<file path="config.mk">
export PLATFORM = sky130hd
export DESIGN_NAME = sr_task_queue_head_dispatch
export DESIGN_NICKNAME = d
export VERILOG_FILES = /design/src/rtl/sched_pkg.sv /design/src/rtl/slice_timer.sv /design/src/rtl/sr_task_queue_head_dispatch.sv
export SDC_FILE = /design/constraint.sdc
export NUM_CORES = 1
export LEC_CHECK = 0
export CAP_MARGIN = 20
export CORE_MARGIN = 2
export CORE_UTILIZATION = 50
export CTS_CLUSTER_DIAMETER = 30
export DETAILED_ROUTE_END_ITERATION = 12
export GPL_TIMING_DRIVEN = 0
export PLACE_DENSITY = 0.89
export SLEW_MARGIN = 20
export SYNTH_ARGS = -nofsm -noshare
export SYNTH_HDL_FRONTEND = slang
export SYNTH_SLANG_ARGS = --single-unit
export TNS_END_PERCENT = 1
</file>
<file path="constraint.sdc">
create_clock -name clk -period 7.5 [get_ports clk]
set_clock_uncertainty 0.15 [all_clocks]
set_input_delay 2.25 -clock clk [delete_from_list [all_inputs] [get_ports clk]]
set_output_delay 2.25 -clock clk [all_outputs]
set_load 0.1 [all_outputs]
</file>
<file path="src/rtl/sched_pkg.sv">
// Shared scheduler constants, dispatch FSM state encoding and the slice-budget helper.
package sched_pkg;

   localparam int TID_W         = 4;
   localparam int INFO_W        = 32;
   localparam int SLICE_W       = 16;
   localparam int DEFAULT_SLICE = 100;

   typedef enum logic [2:0] {
      IDLE   = 3'd0,
      FETCH  = 3'd1,
      OFFER  = 3'd2,
      RUN    = 3'd3,
      RETIRE = 3'd4
   } state_t;

   // A zero budget field means "use the default slice".
   function automatic logic [SLICE_W-1:0] slice_budget(input logic [SLICE_W-1:0] field);
      return (field == '0) ? SLICE_W'(DEFAULT_SLICE) : field;
   endfunction

endpackage

</file>
<file path="src/rtl/slice_timer.sv">
// Loadable saturating down-counter for the time slice, with a one-cycle expiry pulse
// on the edge where the count steps from 1 to 0.
module slice_timer #(
   parameter int W = 16
) (
   input  logic         clk,
   input  logic         rst,
   input  logic         load,
   input  logic [W-1:0] load_val,
   input  logic         en,
   input  logic         clr,
   output logic [W-1:0] cnt,
   output logic [W-1:0] cnt_next,
   output logic         expired
);

   logic [W-1:0] cnt_reg;
   logic         expired_reg;

   always_comb begin
      cnt_next = cnt_reg;
      if (clr) begin
         cnt_next = '0;
      end else if (load) begin
         cnt_next = load_val;
      end else if (en && cnt_reg != '0) begin
         cnt_next = cnt_reg - 1'b1;
      end
   end

   always_ff @(posedge clk or posedge rst) begin
      if (rst) begin
         cnt_reg     <= '0;
         expired_reg <= 1'b0;
      end else begin
         cnt_reg     <= cnt_next;
         expired_reg <= en && !load && !clr && (cnt_reg == W'(1));
      end
   end

   assign cnt     = cnt_reg;
   assign expired = expired_reg;

endmodule

</file>
<file path="src/rtl/sr_task_queue_head_dispatch.sv">
// Queue read end: pops the head task, offers it to the processor, times its slice and
// hands unfinished tasks back to the tail with the residual slice folded into the info word.
module sr_task_queue_head_dispatch
   import sched_pkg::*;
(
   input  logic               clk,
   input  logic               rst,
   input  logic [TID_W-1:0]   head_tid,
   input  logic [INFO_W-1:0]  head_info,
   input  logic               head_empty,
   input  logic               head_schden,
   output logic               dequeue,
   output logic               dispatch_valid,
   input  logic               dispatch_ready,
   output logic [TID_W-1:0]   dispatch_tid,
   output logic [INFO_W-1:0]  dispatch_info,
   input  logic               preempt,
   input  logic               yield,
   input  logic               task_done,
   output logic [TID_W-1:0]   running_tid,
   output logic [SLICE_W-1:0] slice_cnt,
   output logic               slice_expired,
   output logic               reenq_valid,
   output logic [TID_W-1:0]   reenq_tid,
   output logic [INFO_W-1:0]  reenq_info,
   output logic               busy
);

   state_t              state_reg, state_next;
   logic                dequeue_reg, dispatch_valid_reg, reenq_valid_reg, busy_reg;
   logic [TID_W-1:0]    dispatch_tid_reg, running_tid_reg, reenq_tid_reg;
   logic [INFO_W-1:0]   dispatch_info_reg, reenq_info_reg;
   logic [SLICE_W-1:0]  cnt_next;
   logic                tmr_load, tmr_en, tmr_clr;
   logic                run_exit, reenq_set;

   assign tmr_load = (state_reg == OFFER) && dispatch_ready;
   assign tmr_en   = (state_reg == RUN);
   assign tmr_clr  = (state_reg == RETIRE);

   slice_timer #(.W(SLICE_W)) u_slice_timer (
      .clk      (clk),
      .rst      (rst),
      .load     (tmr_load),
      .load_val (slice_budget(dispatch_info_reg[SLICE_W-1:0])),
      .en       (tmr_en),
      .clr      (tmr_clr),
      .cnt      (slice_cnt),
      .cnt_next (cnt_next),
      .expired  (slice_expired)
   );

   // Exit priority only matters for whether the task returns to the tail: any event ends RUN.
   always_comb begin
      state_next = state_reg;
      case (state_reg)
         IDLE:    if (!head_empty && head_schden) state_next = FETCH;
         FETCH:   state_next = OFFER;
         OFFER:   if (dispatch_ready) state_next = RUN;
         RUN:     if (task_done || preempt || yield || cnt_next == '0) state_next = RETIRE;
         RETIRE:  state_next = IDLE;
         default: state_next = IDLE;
      endcase
   end

   assign run_exit  = (state_reg == RUN) && (state_next == RETIRE);
   assign reenq_set = run_exit && !task_done;

   always_ff @(posedge clk or posedge rst) begin
      if (rst) begin
         state_reg          <= IDLE;
         dequeue_reg        <= 1'b0;
         dispatch_valid_reg <= 1'b0;
         busy_reg           <= 1'b0;
         dispatch_tid_reg   <= '0;
         dispatch_info_reg  <= '0;
         running_tid_reg    <= '0;
         reenq_valid_reg    <= 1'b0;
         reenq_tid_reg      <= '0;
         reenq_info_reg     <= '0;
      end else begin
         state_reg          <= state_next;
         dequeue_reg        <= (state_next == FETCH);
         dispatch_valid_reg <= (state_next == OFFER);
         busy_reg           <= (state_next != IDLE);
         running_tid_reg    <= (state_next == RUN) ? dispatch_tid_reg : '0;
         reenq_valid_reg    <= reenq_set;
         // The head still shows the popped cell during FETCH; it shifts after this edge.
         if (state_reg == FETCH) begin
            dispatch_tid_reg  <= head_tid;
            dispatch_info_reg <= head_info;
         end
         if (reenq_set) begin
            reenq_tid_reg  <= dispatch_tid_reg;
            reenq_info_reg <= {dispatch_info_reg[INFO_W-1:SLICE_W], cnt_next};
         end
      end
   end

   assign dequeue        = dequeue_reg;
   assign dispatch_valid = dispatch_valid_reg;
   assign dispatch_tid   = dispatch_tid_reg;
   assign dispatch_info  = dispatch_info_reg;
   assign running_tid    = running_tid_reg;
   assign reenq_valid    = reenq_valid_reg;
   assign reenq_tid      = reenq_tid_reg;
   assign reenq_info     = reenq_info_reg;
   assign busy           = busy_reg;

endmodule

</file>
==> out/metrics.yaml <==
status:
  status: "completed"
hold_path:
  hp-class: "flip-flop to flip-flop"
die:
  core_area_um2: 8763
  chipWidth_um: 99.30
  pin_count: 141
  die_h_um: 99.30
  start_util_pct: 51.81
  std_cell_rows: 34
  die_area_um2: 9860
detailed_routing:
  wl_um: 12210
  wl_per_cell_um: 19.33
  viasPerCell: 5.775
  wirelength_met1_um: 4978
  drt-initial-drc-count: 214
  dr.pass1.iters: 5
  vias: 3650
  route.met3.wl_um: 1011
  ant_nets: 0
  drc: 0
  wl_met2_um: 5871
  routed.top_layer: "met4"
clock_tree:
  clk_pin_slew_ns: 0.10
  clock-sinks: 100
  clock_latency_ns: 0.37
  cts_tree: "yes"
  cts_buffers: 9
  clockRootBuffer: "clkbuf_8"
  ctsHoldBuffers: 0
  post_cts_buffers: 0
  cts_buffer_depth: 2
  cts_resized: 0
  h-tree-depth: 3
setup_path:
  path_class: "input port to flip-flop"
  r2r_cells: 12
  critPathMaxFanout: 10
  worstPathArrival_ns: 5.16
  reg2reg_slack_ns: 3.80
  regToRegStartpoint: "u_slice_timer.cnt[0]$_DFF_PP0_"
  r2r_end: "reenq_info[8]$_DFFE_PP0P_"
  startpoint: "dispatch_ready"
  cp-end-kind: "flip-flop"
  worst_path_max_delay_cell: "clkdlybuf4s50_1"
  slowest_delay_ns: 0.52
  crit_path_start_kind: "input port"
  cp_cell_sequence: "clkdlybuf4s50_1 -> nand4bb_1 -> clkbuf_1 -> nor3_1 -> a311o_1 -> o2111ai_1 -> nor4_2 -> a21o_1 -> buf_6 -> buf_12 -> mux2_4"
  required_ns: 7.61
  endpoint: "reenq_info[8]$_DFFE_PP0P_"
yosys:
  ys.flop_type: "dfrtp_1"
  synthesis.nets: 414
  ys_seq_area_share_pct: 55.11
  syn_area_um2: 4541
  ys_seq_elements: 100
  synth_cell_types: 63
  async_reset_ff_share_pct: 100.0
  syn_avg_cell_area_um2: 12.37
  synth-edff-count: 0
  yosysWarnings: 0
  syn_inst: 367
timing:
  rsz0062_at_grt: "no"
  setup_viol: 0
  final.setup.tns_ns: 0
  hold_viol_final: 0
  worst_pin_slew_ns: 1.035
  final.period_utilization_pct: 67.33
  maxSlewHeadroom_pct: 30.77
  fmax_mhz: 198.0
  finalMaxSlewViolations: 0
  min_period_ns: 5.050
place:
  numPortBuffers: 140
  gp_congestion: 0.9152
  hpwl_um: 9210
layout:
  final_layout_size_suffix_gt1_share_pct: 20.23
  area_growth_pct: 39.46
  final_cell_mix: "140 x clkdlybuf4s50_1, 100 x dfrtp_1, 56 x mux2_2, 22 x nor2_1, 17 x nand2_1"
  n_antenna_cell: 0
  final_net_count: 566
  final_common_cell: "clkdlybuf4s50_1"
  multi_input_area_um2: 1891
  nFillCells: 609
  ff_latch_area_um2: 2502
global_route:
  grt_overflow: 0
  track_usage_pct: 25.47
  grt_pass1_wl_um: 19690
  antenna_found_initial: 0
  grt_pass1_vias: 3798
  grt_max_degree: 81
job:
  maxCapViolations: 0
## synthesized netlist by cell type, drive strengths merged, types with 4 or more instances
cell / number / area, um2
nand4: 4 / 25.02
dfrtp: 100 / 2502
and3: 4 / 25.02
o2bb2ai: 4 / 35.03
or4: 5 / 41.29
or3: 4 / 30.03
o21ai: 10 / 50.05
a311o: 4 / 40.04
nor4: 9 / 62.56
o22ai: 4 / 25.02
nand2: 17 / 63.81
a21oi: 9 / 45.04
mux2: 65 / 765.7
buf: 10 / 76.32
nand3: 5 / 35.03
a31oi: 5 / 43.79
and2: 7 / 43.80
nor3: 10 / 50.05
and4: 4 / 37.54
nor2: 23 / 88.84
inv: 10 / 37.54
clkbuf: 9 / 33.78
## through the flow
step                      utilization, %  instance area [um2]  hold slack (ns)  cells  setup WS (ns)
after floorplan                        -                 4541           0.3987    367          2.481
after global placement             69.35                 6077           0.3389    615          1.122
after detailed placement           69.72                 6110           0.3448    616          2.124
after CTS                          72.26                 6332           0.3661    632          2.482
after global routing               72.26                 6332           0.3915    632          2.313
final                              72.26                 6332           0.3694    632          2.450
## layout make-up
cell class / count / area share [%]
Clock buffer: 10 / 2.015
Inverter: 10 / 0.6718
Tap cell: 108 / 2.134
Sequential cell: 100 / 39.52
Buffer: 19 / 1.739
Clock inverter: 6 / 1.502
Timing Repair Buffer: 141 / 22.56
Multi-Input combinational cell: 238 / 29.86
## routing by layer
| layer | up-vias | GRT usage (%) |
|---|---|---|
| met5 | - | 0 |
| met4 | 0 | 11.49 |
| met3 | 26 | 7.800 |
| met2 | 183 | 41.27 |
| met1 | 1784 | 31.52 |
| li1 | 1657 | - |
## worst max-delay path: cells and delay by family
family | cells | cell delay [ns]
AOI/OAI and AO/OA | 3 | 0.68
buffers and inverters | 4 | 1.16
muxes | 1 | 0.31
and+or+nand+nor | 3 | 0.77
## kinds of logic after synthesis
group,count (synthesis),share of synthesized area [%]
compound gates,59,9.479
xor+xnor,2,0.3859
fa+ha+maj,3,0.8268
buf+inv,29,3.252
flops,100,55.11
mux,65,16.86
simple gates,109,14.08
## worst min path at each step
stage | start | end | slack [ns] | depth (start not counted)
6_report | reenq_info[16]$_DFFE_PP0P_ | reenq_info[16]$_DFFE_PP0P_ | 0.37 | 1
3_5_place_dp | reenq_info[16]$_DFFE_PP0P_ | reenq_info[16]$_DFFE_PP0P_ | 0.34 | 1
3_3_place_gp | reenq_info[27]$_DFFE_PP0P_ | reenq_info[27]$_DFFE_PP0P_ | 0.34 | 1
4_1_cts | reenq_info[29]$_DFFE_PP0P_ | reenq_info[29]$_DFFE_PP0P_ | 0.37 | 1
2_1_floorplan | state_reg[0]$_DFF_PP0_ | dequeue$_DFF_PP0_ | 0.40 | 2
5_1_grt | reenq_info[16]$_DFFE_PP0P_ | reenq_info[16]$_DFFE_PP0P_ | 0.39 | 1
Power is not shown: default switching activity piles up to over one toggle a cycle in this logic, so the estimate is an artifact.
==> RTL change 1: new RTL, config.mk and constraints unchanged <==
Encoding of `state_t`: now one-hot (5 bits for 5 states).
--- a/src/rtl/sched_pkg.sv
+++ b/src/rtl/sched_pkg.sv
@@ -6,12 +6,12 @@
    localparam int SLICE_W       = 16;
    localparam int DEFAULT_SLICE = 100;
 
-   typedef enum logic [2:0] {
-      IDLE   = 3'd0,
-      FETCH  = 3'd1,
-      OFFER  = 3'd2,
-      RUN    = 3'd3,
-      RETIRE = 3'd4
+   typedef enum logic [4:0] {
+      IDLE   = 5'b00001,
+      FETCH  = 5'b00010,
+      OFFER  = 5'b00100,
+      RUN    = 5'b01000,
+      RETIRE = 5'b10000
    } state_t;
 
    // A zero budget field means "use the default slice".
Behaviour: same outputs for any inputs over 10 cycles, from zero or initial values and one cycle with rst high; not proved beyond that.
==> RTL change 1 against the unedited design <==
Non-clock buffer count did not move; synthesized area rose by 3.1%; via count fell by 0.22%; global-route usage rose by 0.31 points; fmax fell by 2.5%; setup slack got worse by 0.13 ns; routed wire length rose by 1.6%; register-to-register slack got worse by 0.26 ns; cell area rose by 1.9%; sequential cell count rose by 2; count of clock-buffer cells in the layout rose by 2.
==> RTL change 1: results <==
set metrics [dict create \
    synth_fp_nets 412 \
    synth_cells 366 \
    ys_seq_area_frac 0.546 \
    cts_setup_buffers 0 \
    dp_hpwl_microns 9360 \
    antenna_cells 0 \
    synthArstFlopShare 1.00 \
    met3_length_microns 1020 \
    met1_length_microns 5050 \
    synth_compound_gate_area_share 0.0949 \
    grt_pass1_wl_microns 20100 \
    ir_drop_v 0.000311 \
    holdPathStages 1 \
    cp_slowest_stage_delay_ns 0.48 \
    met2_length_microns 6010 \
    hold_path.class "flop to flop" \
    synth_xor_area_frac 0.00374 \
    vias 3642 \
    cp_slowest_cell "clkbuf_1" \
    grt_max_degree 72 \
    final_nets 564 \
    grtUsageTotal 0.258 \
    cp_max_fo 10 \
    synth.distinct_cells 63 \
    synth_mux_area_frac 0.179 \
    gp_routability_congestion 0.954 \
    routedWlPerCell_microns 19.6 \
    root_buffer "clkbuf_8" \
    dr.first_iter.drc_count 199 \
    slew_headroom 0.312 \
    critPathArrivalTime_ns 5.28 \
    final_layout_size_suffix_gt1_frac 0.207 \
    cp_top_family "buffers and inverters" \
    grt_pass1_vias 3774 \
    firstDrtPassIters 4 \
    synthTopCellsByArea "dfrtp_1 54%, mux2_2 10%, mux2_4 7.4%, nor4_1 1.9%, nand2_1 1.4%" \
    outcome "complete, no violations" \
    clock_latency_ns 0.36 \
    dp_slack_ns 1.94 \
    synth-warning-count 0 \
    reg2reg_depth 11 \
    synthTopCellsByCount "101 x dfrtp_1, 43 x mux2_2, 23 x mux2_4" \
    synthAdderAreaFrac 0.00535 \
]
RTL change 1: area by class of cell:
type / instances / area [sq um]
repair buffers: 141 / 1430
multi-input cells: 233 / 1950
well taps: 111 / 139
flip-flops and latches: 102 / 2550
clock buffers: 12 / 145
plain buffers: 19 / 128
inverters: 12 / 50.0
fillers: 658 / 2700
clock inverters: 4 / 55.1
RTL change 1: final timing paths:
check | startpoint | to | slack (ns)
setup / recovery | dispatch_ready | reenq_info[8] | 2.32
hold / removal | reenq_info[11] | reenq_info[11] | 0.35
setup reg to reg | u_slice_timer.cnt[0] | reenq_info[2] | 3.54
hold reg to reg | reenq_info[11] | reenq_info[11] | 0.35
max in group asynchronous | rst | state_reg[0] | 4.42
min in group asynchronous | rst | dispatch_info[25] | 2.09
RTL change 1: logic make-up (layout without fill, tap and decap cells):
| kind of cell | count (synthesis) | after routing |
|---|---|---|
| compound gates | 58 | 58 |
| xor+xnor | 2 | 2 |
| fa+ha+maj | 2 | 2 |
| buf+inv | 31 | 188 |
| flops | 102 | 102 |
| mux | 67 | 67 |
| simple gates | 104 | 104 |
RTL change 1: power by group:
| group | switching, uW | internal [uW] | total (uW) |
|---|---|---|---|
| combinational | 998 | 321 | 1320 |
| sequential | 129 | 658 | 788 |
| clock | 190 | 166 | 356 |
RTL change 1: per-stage QoR:
step                      power [uW]  cell area, sq um  std cells
final                           2460              6450        634
after global routing            2550              6450        634
after CTS                       2470              6450        634
after detailed placement        2110              6250        618
after global placement          2090              6220        617
after floorplan                 1760              4680        366
RTL change 1: routing by layer:
layer | vias up | track usage
met5 | - | 0
met4 | 0 | 0.0801
met3 | 31 | 0.0673
met2 | 174 | 0.424
met1 | 1774 | 0.335
li1 | 1663 | -
==> RTL change 2: new RTL, same settings <==
Made on the original files. Change the package constant `TID_W` from 4 to 5.
--- a/src/rtl/sched_pkg.sv
+++ b/src/rtl/sched_pkg.sv
@@ -1,7 +1,7 @@
 // Shared scheduler constants, dispatch FSM state encoding and the slice-budget helper.
 package sched_pkg;
 
-   localparam int TID_W         = 4;
+   localparam int TID_W         = 5;
    localparam int INFO_W        = 32;
    localparam int SLICE_W       = 16;
    localparam int DEFAULT_SLICE = 100;
Interface: changed (resized dispatch_tid, head_tid, reenq_tid and running_tid); port bits go from 141 to 145. No check against the original RTL was run, so the function may have changed too.
==> RTL change 2 against the unedited design <==
Synthesized area down 0.74%; register-to-register slack worse by 0.70 ns; setup slack worse by 0.62 ns; routed wire length up 1.2%; sequential cell count up 3; count of clock-buffer cells in the layout unchanged; cell area down 0.41%; via count down 0.79%.
Power is not shown: default switching activity piles up to over one toggle a cycle in this logic, so the estimate is an artifact.
==> RTL change 2: results <==
set metrics [dict create \
    gp_routability_congestion 0.930 \
    antenna_found_initial 0 \
    synth.distinct_cells 54 \
    grt_max_degree 60 \
    final_nets 568 \
    antenna_cells 0 \
    ys_seq_area_frac 0.572 \
    slew_headroom 0.305 \
    grt_pass1_wl_microns 19900 \
    clock_latency_ns 0.37 \
    synthArstFlopShare 1.00 \
    synthTopCellsByArea "dfrtp_1 57%, mux2_2 9.2%, mux2_1 6.7%, nor4_1 1.5%, o21ai_0 1.4%" \
    root_buffer "clkbuf_8" \
    cts_setup_buffers 0 \
    clockBufferDepth 2 \
    portBuffers 144 \
    firstDrtPassIters 5 \
    cts_buffers 9 \
    viasPerCell 5.72 \
    critPathArrivalTime_ns 5.76 \
    cts.repair.resized 0 \
    cp_max_fo 10 \
    synth-warning-count 0 \
    start_kind "input pin" \
    dr.first_iter.drc_count 169 \
    htreeDepth 3 \
    synth_fp_nets 412 \
    totalWireLength_microns 12400 \
    outcome "complete, no violations" \
    synth_top_flop_cell "dfrtp_1" \
    hold_path.class "flop to flop" \
    final_layout_size_suffix_gt1_frac 0.120 \
    dp_hpwl_microns 9470 \
    grtUsageTotal 0.261 \
    synthTopCellsByCount "103 x dfrtp_1, 37 x mux2_2, 27 x mux2_1" \
    grt_pass1_vias 3865 \
    clkSlewWorstSetupHoldPaths_ns 0.11 \
]
## RTL change 2: cell count changes after synthesis, moves of 4 or more
| cell | delta |
|---|---|
| mux2_1 | +27 |
| mux2_2 | -19 |
| mux2_4 | -9 |
| nor2_1 | -7 |
| buf_2 | -6 |
| inv_1 | +6 |
| nor2b_1 | +6 |
| and2_1 | -4 |
## RTL change 2: kinds of logic after synthesis
family                     share of synthesized area
adders and majority gates                    0.00833
and+or+nand+nor                                0.136
muxes                                          0.160
xor gates and xnor gates                      0.0136
DFF                                            0.572
buffers and inverters                         0.0341
AOI/OAI and AO/OA                             0.0764
## RTL change 2: layout make-up
type | instances | area [sq um]
clock inverters | 6 | 62.6
well taps | 108 | 135
flip-flops and latches | 103 | 2580
repair buffers | 145 | 1470
inverters | 16 | 65.1
clock buffers | 10 | 128
multi-input cells | 228 | 1780
fillers | 578 | 2410
plain buffers | 17 | 93.8
## RTL change 2: through the flow
stage                      util  setup slack [ns]  cells  area [sq um]  hold WS (ns)
after global routing      0.723              1.69    633          6310         0.373
after detailed placement  0.701              1.49    617          6120         0.329
after global placement    0.698              1.06    616          6080         0.317
final                     0.723              1.83    633          6310         0.352
after floorplan               -              2.40    364          4510         0.496
after CTS                 0.723              1.87    633          6310         0.354
## RTL change 2: critical path, cell delays in order
cell and delay [ns]:
clkdlybuf4s50_1 0.50, nor4bb_1 0.30, buf_1 0.43, nor2_1 0.21, a311oi_1 0.52, nand3_1 0.13, nor4_1 0.29, and4b_1 0.31
o21a_1 0.14, buf_6 0.15, buf_6 0.18, mux2_1 0.35
## RTL change 2: per-layer routing
metal / track usage / part of all wire / up-vias
li1: - / - / 1644
met3: 0.106 / 0.10 / 18
met1: 0.306 / 0.38 / 1794
met4: 0.0727 / 0.015 / 0
met2: 0.444 / 0.50 / 165
met5: 0 / 0 / -
## RTL change 2: path summary, 6_finish.rpt
kind	from	endpoint	slack (ns)	depth (start not counted)
max	dispatch_ready	reenq_info[25]	1.83	12
min	reenq_info[2]	reenq_info[2]	0.35	1
max reg2reg	u_slice_timer.cnt[0]	reenq_info[25]	3.10	13
min reg2reg	reenq_info[2]	reenq_info[2]	0.35	1
max in group asynchronous	rst	u_slice_timer.cnt[5]	4.43	3
min in group asynchronous	rst	dispatch_info[19]	2.14	2
